[config.mk]
export PLATFORM = sky130hd
export DESIGN_NAME = button_press_decoder
export DESIGN_NICKNAME = d
export VERILOG_FILES = /design/src/rtl/button_pkg.sv /design/src/rtl/btn_edge_detect.sv /design/src/rtl/button_press_decoder.sv
export SDC_FILE = /design/constraint.sdc
export NUM_CORES = 1
export LEC_CHECK = 0
export ABC_AREA = 1
export ABC_CLOCK_PERIOD_IN_PS = 1400
export CORE_ASPECT_RATIO = 0.7
export CORE_UTILIZATION = 37
export DETAILED_ROUTE_END_ITERATION = 6
export GPL_ROUTABILITY_DRIVEN = 0
export GPL_TIMING_DRIVEN = 0
export PLACE_DENSITY = 0.59
export SYNTH_ARGS = -nofsm -noshare
export SYNTH_HDL_FRONTEND = slang
export SYNTH_SLANG_ARGS = --single-unit
export TNS_END_PERCENT = 20
[constraint.sdc]
create_clock -name clk -period 1.4 [get_ports clk]
set_input_delay 0.35 -clock clk [delete_from_list [all_inputs] [get_ports clk]]
set_output_delay 0.35 -clock clk [all_outputs]
set_load 0.1 [all_outputs]
[src/rtl/button_pkg.sv]
// Shared constants for the button path: FSM state encoding and 50 MHz timing defaults.
package button_pkg;

    localparam logic [1:0] ST_IDLE  = 2'd0;
    localparam logic [1:0] ST_PRESS = 2'd1;
    localparam logic [1:0] ST_LONG  = 2'd2;

    typedef enum logic [1:0] {
        S_IDLE  = ST_IDLE,
        S_PRESS = ST_PRESS,
        S_LONG  = ST_LONG
    } btn_state_e;

    // 1 s to long press, 200 ms between repeats at a 50 MHz clock
    localparam int CLK_HZ            = 50_000_000;
    localparam int DEF_LONG_CYCLES   = CLK_HZ;
    localparam int DEF_REPEAT_CYCLES = CLK_HZ / 5;
    localparam int DEF_CNT_W         = 26;

endpackage

[src/rtl/btn_edge_detect.sv]
// Registers the debounced button level and flags its rising and falling edges.
module btn_edge_detect (
    input  logic clk,
    input  logic reset,
    input  logic btn_clean,
    output logic rise,
    output logic fall
);

    logic btn_d_q;
    logic btn_d_d;

    always_comb begin
        btn_d_d = btn_clean;
    end

    always_ff @(posedge clk or posedge reset) begin
        if (reset) begin
            btn_d_q <= 1'b0;
        end else begin
            btn_d_q <= btn_d_d;
        end
    end

    assign rise = btn_clean & ~btn_d_q;
    assign fall = ~btn_clean & btn_d_q;

endmodule

[src/rtl/button_press_decoder.sv]
// Turns the debounced button level into press/release/short/long/repeat pulses.
// Auto-repeat while long-held is enabled by defining BTN_AUTOREPEAT_EN.
module button_press_decoder
    import button_pkg::*;
#(
    parameter int LONG_CYCLES   = DEF_LONG_CYCLES,
    parameter int REPEAT_CYCLES = DEF_REPEAT_CYCLES,
    parameter int CNT_W         = DEF_CNT_W
) (
    input  logic clk,
    input  logic reset,
    input  logic btn_clean,
    output logic press_pulse,
    output logic release_pulse,
    output logic short_pulse,
    output logic long_pulse,
    output logic repeat_pulse,
    output logic held
);

`ifdef BTN_AUTOREPEAT_EN
    localparam bit AUTOREPEAT = 1'b1;
`else
    localparam bit AUTOREPEAT = 1'b0;
`endif

    localparam logic [CNT_W-1:0] LONG_LAST = CNT_W'(LONG_CYCLES - 1);
    localparam logic [CNT_W-1:0] REP_LAST  = CNT_W'(REPEAT_CYCLES - 1);

    logic rise;
    logic fall;

    btn_edge_detect u_edge (
        .clk       (clk),
        .reset     (reset),
        .btn_clean (btn_clean),
        .rise      (rise),
        .fall      (fall)
    );

    btn_state_e       state_q, state_d;
    logic [CNT_W-1:0] cnt_q, cnt_d;
    logic press_q, press_d;
    logic release_q, release_d;
    logic short_q, short_d;
    logic long_q, long_d;
    logic repeat_q, repeat_d;
    logic held_q, held_d;

    // Outside IDLE the button was high on the previous edge, so fall == release.
    always_comb begin
        state_d   = state_q;
        cnt_d     = cnt_q;
        press_d   = 1'b0;
        release_d = 1'b0;
        short_d   = 1'b0;
        long_d    = 1'b0;
        repeat_d  = 1'b0;
        case (state_q)
            S_IDLE: begin
                if (rise) begin
                    state_d = S_PRESS;
                    cnt_d   = '0;
                    press_d = 1'b1;
                end
            end
            S_PRESS: begin
                if (fall) begin
                    state_d   = S_IDLE;
                    short_d   = 1'b1;
                    release_d = 1'b1;
                end else if (cnt_q == LONG_LAST) begin
                    state_d = S_LONG;
                    cnt_d   = '0;
                    long_d  = 1'b1;
                end else begin
                    cnt_d = cnt_q + 1'b1;
                end
            end
            S_LONG: begin
                if (fall) begin
                    state_d   = S_IDLE;
                    release_d = 1'b1;
                end else if (AUTOREPEAT) begin
                    if (cnt_q == REP_LAST) begin
                        cnt_d    = '0;
                        repeat_d = 1'b1;
                    end else begin
                        cnt_d = cnt_q + 1'b1;
                    end
                end
            end
            default: begin
                state_d = S_IDLE;
                cnt_d   = '0;
            end
        endcase
        held_d = (state_d != S_IDLE) | release_d;
    end

    always_ff @(posedge clk or posedge reset) begin
        if (reset) begin
            state_q   <= S_IDLE;
            cnt_q     <= '0;
            press_q   <= 1'b0;
            release_q <= 1'b0;
            short_q   <= 1'b0;
            long_q    <= 1'b0;
            repeat_q  <= 1'b0;
            held_q    <= 1'b0;
        end else begin
            state_q   <= state_d;
            cnt_q     <= cnt_d;
            press_q   <= press_d;
            release_q <= release_d;
            short_q   <= short_d;
            long_q    <= long_d;
            repeat_q  <= repeat_d;
            held_q    <= held_d;
        end
    end

    assign press_pulse   = press_q;
    assign release_pulse = release_q;
    assign short_pulse   = short_q;
    assign long_pulse    = long_q;
    assign repeat_pulse  = repeat_q;
    assign held          = held_q;

endmodule
==> metrics.md, run 1 <==
| Metric | Value |
|---|---|
| Post-synthesis cell type count | `36` |
| Share of the yosys chip area belonging to registers | `0.395` |
| Cell count after synthesis | `275` |
| Number of synthesized register bits | `34` |
| Most used flip-flop cell after synthesis | `dfrtp_1` |
| Clock tree from TritonCTS | `built` |
| Layout cell share with drive strength beyond 1 | `0.333` |
| Number of buffers added on ports | `7` |
| Post-Route WL | `4870 um` |
| RSZ-0062 raised after global routing | `true` |
| Via count of the first global-routing pass | `1702` |
| Classification of the worst-slack hold path | `in -> reg` |
| Synth top area share | `0.395` |
| Signed area change from the synthesized netlist to the final layout | `24.0%` |
| DR vias/cell | `4.79` |
| Initial antenna violation count | `0` |
| Post-DP HPWL | `3520 um` |
| Data arrival, critical path | `1840 ps` |
| Hold buffers post-CTS | `0` |
| Number of max-capacitance violations reported | `0` |
| Number of flops mapped to enable cells by yosys | `0` |
| Post-CTS clock slew at the launch and capture registers of the worst setup and hold paths | `80 ps` |
| Violated checks | `negative setup slack` |
| Max Transition Viols Final | `0` |
| Diode count | `0` |
| Total congestion overflow | `0` |
| Cell count after placement | `354` |
| Register area | `853 um2` |
| Highest cell delay on the worst timing path | `440 ps` |
| Final Skew | `9.51 ps` |
| Number of H-tree levels | `2` |
| Slew of the pin with the lowest slew margin | `752 ps` |
| Chain of cells forming the critical path | `inv_4 -> ha_4 -> nand2_4 -> nand3_4 -> buf_6 -> nor2_4 -> nand4_2 -> nor2_1 -> nor2_2` |
| Worst slew margin relative to its limit | `0.497` |
| Post-DR wirelength/cell | `12.9 um` |
| # IOs | `9` |
| Initial Utilization | `0.397` |
| Number of synthesis warnings | `0` |
| Most frequent cells in the layout | `nand2_1 (52), nor2_1 (39), inv_1 (38), dfrtp_1 (32), buf_4 (16)` |
| Count of non-filler cells in the finished layout | `378` |
| Pin count of the biggest net entering global routing | `35` |
| Chip height | `65.8 um` |
| Critical path launch point type | `flip-flop` |
| Most frequent standard cell in the layout excluding fill and tap cells | `nand2_1` |
| Area used by multi-input combinational logic | `0.00120 mm2` |
| Global-route wire length before repair | `8430 um` |
| Skew-Pair Late Insertion Delay | `290 ps` |
| Top achievable clock speed | `605 MHz` |
| Maximum fanout count along the critical path | `5` |
| Overall power of the completed layout | `3.54 mW` |
| Run status | `finished, violations left` |
| Total CTS buffers | `5` |
| Ratio of total power to cell area | `1330 mW/mm2` |
| Worst path setup slack after routing | `-252 ps` |
| Synth async-reset ratio | `1.00` |
| Deepest clock path buffer count | `2` |
| Nets | `313` |
| Die area | `0.00613 mm2` |
| Cell area after technology mapping | `0.00215 mm2` |
| Final worst path period share | `1.18` |
| Detailed-route via count | `1809` |
| Largest cells by area after synthesis | `dfrtp_1 (40%), nand2_1 (9.2%), nor2_1 (7.5%), inv_1 (7.3%), ha_1 (2.9%)` |
| Pre-CTS worst setup slack | `-641 ps` |
| Type of element capturing the critical path | `flip-flop` |
| Number of standard-cell rows in the floorplan | `22` |
| Worst vdd ir | `0.000796 V` |
| Required time at the worst-slack endpoint | `1590 ps` |
| Placeable core region | `0.00542 mm2` |
| Number of fill cells | `509` |
| Overall fraction of global-route tracks in use | `0.182` |
| Clock Sinks | `34` |
| Critical setup path kind | `reg -> reg` |
| Setup tns final | `-4760 ps` |
| Final Hold Fails | `0` |
| First drt pass iteration count | `4` |
| Library cell used as clock root buffer | `clkbuf_8` |
| Post-synthesis cell type with the largest combined area | `dfrtp_1` |
| Layout Utilization | `0.492` |
| Final setup vio count | `29` |
| Final Critical Period | `1650 ps` |
| DR DRC count | `0` |
| Static leakage | `1.19 nW` |
| Slowest-stage cell, CP | `dfrtp_2` |
| Average cell area after synthesis | `7.83 um2` |
| Antenna viol nets, final | `0` |
| Chip width | `93.2 um` |
| DRC violation total after the first TritonRoute iteration | `107` |
| Synth Net Count | `283` |
## cell families after synthesis
logic type | share of synthesized area
AND/OR/NAND/NOR | 0.386
buffers and inverters | 0.0999
flip-flops | 0.395
AO/OA/AOI/OAI | 0.0755
adder cells (fa/ha/maj) | 0.0291
XOR/XNOR | 0.0122
other | 0.00174
## timing repair
item / 4_1_cts / 5_1_grt
cloned: 0 / 0
setup buffers: 14 / 2
pin swaps: 10 / 6
gates resized for setup: 44 / 17
endpoints found under the setup margin: 68 / 32
## worst paths after layout
check	from	endpoint	slack (ps)	depth (start not counted)
max	state_q[1]$_DFF_PP0_	cnt_q[23]$_DFFE_PP0P_	-250	9
min	btn_clean	u_edge.btn_d_q$_DFF_PP0_	370	1
max reg2reg	state_q[1]$_DFF_PP0_	cnt_q[23]$_DFFE_PP0P_	-250	9
min reg2reg	cnt_q[2]$_DFFE_PP0P_	cnt_q[2]$_DFFE_PP0P_	490	1
max in group asynchronous	reset	state_q[0]$_DFF_PP0_	420	2
min in group asynchronous	reset	release_pulse$_DFF_PP0_	530	2
## stage by stage
step	area, um2	hold slack, ps
2_1_floorplan	2160	381
3_3_place_gp	2320	481
3_5_place_dp	2320	480
4_1_cts	2600	363
5_1_grt	2670	376
6_report	2670	368
## layer usage
layer | part of all wire | global-route usage
met2 | 0.40 | 0.251
met5 | 0 | 0
met1 | 0.54 | 0.283
met4 | 0.0074 | 0.0404
met3 | 0.043 | 0.0414
## worst max-delay path, delay by kind of cell, from the launching register on
family / cells / cell delay, ps
AND/OR/NAND/NOR: 6 / 720
flip-flops: 1 / 440
adder cells (fa/ha/maj): 1 / 170
buffers and inverters: 2 / 210
## sequential cells by signal, summed over array words and instances (netlist names)
name            cells
release_pulse       1
press_pulse         1
u_edge.btn_d_q      1
long_pulse          1
short_pulse         1
state_q             2
cnt_q              26
held                1
## layout make-up
type	instances	share of cell area
Inverter	48	0.0764
Buffer	2	0.0103
Clock buffer	8	0.0412
Tap cell	72	0.0337
Sequential cell	34	0.320
Multi-Input combinational cell	191	0.448
Timing Repair Buffer	23	0.0703
## cells in the mapped netlist, types with 4 or more instances
library cell,instances
a21oi_1,8
a21oi_2,4
dfrtp_1,34
ha_1,5
inv_1,42
inv_2,4
nand2_1,53
nand2_2,7
nand3_1,10
nand4_1,5
nor2_1,43
nor2_2,7
nor2_4,4
nor3_1,11
nor3_2,5
o21ai_2,5
## where the power goes
group          switching (mW)  total (mW)  internal [mW]
clock                   0.369       0.867          0.497
combinational           0.949        1.55          0.603
sequential             0.0630        1.13           1.06
(Power assumes the default switching activity.)
==> run 2: changes to the inputs <==
- CAP_MARGIN: unset -> 20
- SKIP_CTS_REPAIR_TIMING: unset -> 1
==> run 2 against run 1 <==
  * The run still ends with negative setup slack left
  * First-iteration DRC count fell by 19%
  * Sequential share of layout area is essentially flat
  * Register-to-register slack about the same
  * Fmax up 0.27%
  * Global-route usage down 0.91 points
  * Sequential power barely moved
  * Via count is 1.8% lower
  * Power shrank 2.8%
  * Die area unchanged
  * Utilization hardly changed
==> metrics.md, run 2 (synthesis results as in run 1) <==
| Metric | Value |
|---|---|
| Deepest clock path buffer count | `2 (unchanged)` |
| Ratio of total power to cell area | `1290 mW/mm2 (-2.8%)` |
| Worst vdd ir | `0.000701 V (-12%)` |
| Skew-Pair Late Insertion Delay | `300 ps (about the same)` |
| Total congestion overflow | `0 (unchanged)` |
| # IOs | `9 (unchanged)` |
| Diode count | `0 (unchanged)` |
| Worst reg2reg startpoint | `state_q[1]$_DFF_PP0_` |
| Most frequent standard cell in the layout excluding fill and tap cells | `nand2_1` |
| Worst path setup slack after routing | `-248 ps (+4.49 ps)` |
| Top achievable clock speed | `607 MHz (+0.27%)` |
| First drt pass iteration count | `4 (unchanged)` |
| Data arrival, critical path | `1860 ps (+20 ps)` |
| Most flops, register | `cnt_q` |
| Number of standard-cell rows in the floorplan | `22 (unchanged)` |
| Final Hold Fails | `0 (unchanged)` |
| R2r endpoint | `cnt_q[16]$_DFFE_PP0P_` |
| Classification of the worst-slack hold path | `in -> reg` |
| DR vias/cell | `4.71 (-1.5%)` |
| Number of max-capacitance violations reported | `0 (unchanged)` |
| Violated checks | `negative setup slack` |
| Worst reg-to-reg path cell count | `9 (unchanged)` |
| Chip width | `93.2 um (unchanged)` |
| Initial antenna violation count | `0 (unchanged)` |
| Setup tns final | `-4860 ps (-100 ps)` |
| Number of buffers added on ports | `7 (unchanged)` |
| Critical path launch point type | `flip-flop` |
| Slew of the pin with the lowest slew margin | `631 ps (-121 ps)` |
| Signed area change from the synthesized netlist to the final layout | `24.1% (about the same)` |
| Total CTS buffers | `5 (unchanged)` |
| Pin count of the biggest net entering global routing | `22 (-37%)` |
| Library cell used as clock root buffer | `clkbuf_8` |
| Post-Layout Inst Area | `0.00267 mm2 (about the same)` |
| Final Critical Period | `1650 ps (-4.49 ps)` |
| Initial Utilization | `0.397 (unchanged)` |
| Flip-flop count of the largest register after layout | `26 (unchanged)` |
| Post-DR wirelength/cell | `13.6 um (+5.5%)` |
| Hold depth | `1 (unchanged)` |
| Worst Min Path Start | `btn_clean` |
| Static leakage | `1.20 nW (+0.82%)` |
| Clock tree from TritonCTS | `built` |
| Post-DP HPWL | `3540 um (+0.32%)` |
| Registers with the most flip-flops | `cnt_q x26, state_q x2` |
| Chip height | `65.8 um (unchanged)` |
| Clock Sinks | `34 (unchanged)` |
| Placeable core region | `0.00542 mm2 (unchanged)` |
| Critical Path Start | `state_q[1]$_DFF_PP0_` |
| DRC violation total after the first TritonRoute iteration | `87 (-19%)` |
| Type of element capturing the critical path | `flip-flop` |
| Most frequent cells in the layout | `nand2_1 (50), inv_1 (38), nor2_1 (36), dfrtp_1 (32), nor2_2 (14)` |
| Nets | `312 (-0.32%)` |
| Die area | `0.00613 mm2 (unchanged)` |
| Required time at the worst-slack endpoint | `1610 ps (+20 ps)` |
| Cell area reported after detailed placement | `0.00235 mm2 (+1.2%)` |
| Via count of the first global-routing pass | `1606 (-5.6%)` |
| Final setup vio count | `28 (-3.4%)` |
| Post-Route WL | `5130 um (+5.3%)` |
| Overall power of the completed layout | `3.45 mW (-2.8%)` |
| Antenna viol nets, final | `0 (unchanged)` |
| Final worst path period share | `1.18 (-0.00321)` |
| Run status | `finished, violations left` |
| Final Skew | `14.1 ps (+4.58 ps)` |
| Pre-CTS worst setup slack | `-657 ps (-16.7 ps)` |
| Detailed-route via count | `1777 (-1.8%)` |
| Register-to-Register Setup Slack | `-250 ps (about the same)` |
| Critical setup path kind | `reg -> reg` |
| End point of the most critical hold path | `u_edge.btn_d_q$_DFF_PP0_` |
| Post-CTS clock slew at the launch and capture registers of the worst setup and hold paths | `70 ps (about the same)` |
| RSZ-0062 raised after global routing | `true` |
| Overall fraction of global-route tracks in use | `0.173 (-0.00911)` |
| Number of H-tree levels | `2 (unchanged)` |
| DR DRC count | `0 (unchanged)` |
| Worst slew margin relative to its limit | `0.579 (+0.0813)` |
| Tightest hold margin | `269 ps (-98.3 ps)` |
| Global-route wire length before repair | `7920 um (-6.0%)` |
| Layout cell share with drive strength beyond 1 | `0.341 (+0.00765)` |
| Max Transition Viols Final | `0 (unchanged)` |
| Maximum fanout count along the critical path | `5 (unchanged)` |
-- run 2: final cells by class --
class	count	area [um2]
fill	507	2750
multi-input combinational	192	1210
sequential	34	853
timing repair buffer	21	200
inverter	48	195
tap	72	90.1
clock buffer	7	86.3
buffer	2	27.5
clock inverter	1	5.00
-- run 2: worst max-delay path by stage --
stage	slack (ps)	cells past startpoint	to
6_report	-250	9	cnt_q[16]$_DFFE_PP0P_
5_1_grt	-320	9	cnt_q[24]$_DFFE_PP0P_
4_1_cts	-700	1	short_pulse
3_5_place_dp	-660	8	cnt_q[22]$_DFFE_PP0P_
3_3_place_gp	-650	8	cnt_q[24]$_DFFE_PP0P_
2_1_floorplan	-120	8	cnt_q[18]$_DFFE_PP0P_
-- run 2: worst max-delay path, cell delays in order (launching register included) --
cell,delay [ps]
dfrtp_2,450
inv_4,70
ha_4,180
nand2_4,80
nand3_4,160
nor3_4,290
nand2_1,120
nand2_1,80
inv_1,50
nor3_2,90
-- run 2: report_power, final --
| group | leakage, nW | switching, mW | internal (mW) | total, mW |
|---|---|---|---|---|
| clock | 0.0482 | 0.375 | 0.397 | 0.772 |
| combinational | 0.690 | 0.977 | 0.573 | 1.55 |
| sequential | 0.463 | 0.0619 | 1.06 | 1.12 |
-- run 2: stage by stage --
stage,utilization,cells
floorplan,-,275
global placement,0.428,354
detailed placement,0.434,355
CTS,0.450,363
global route,0.493,377
finish,0.493,377
-- run 2: routing by layer --
| layer | GRT usage | routed length, um | vias up |
|---|---|---|---|
| met1 | 0.266 | 2780 | 816 |
| li1 | - | - | 917 |
| met4 | 0.0519 | 46 | 0 |
| met3 | 0.0414 | 270 | 6 |
| met2 | 0.233 | 2030 | 38 |
| met5 | 0 | 0 | - |
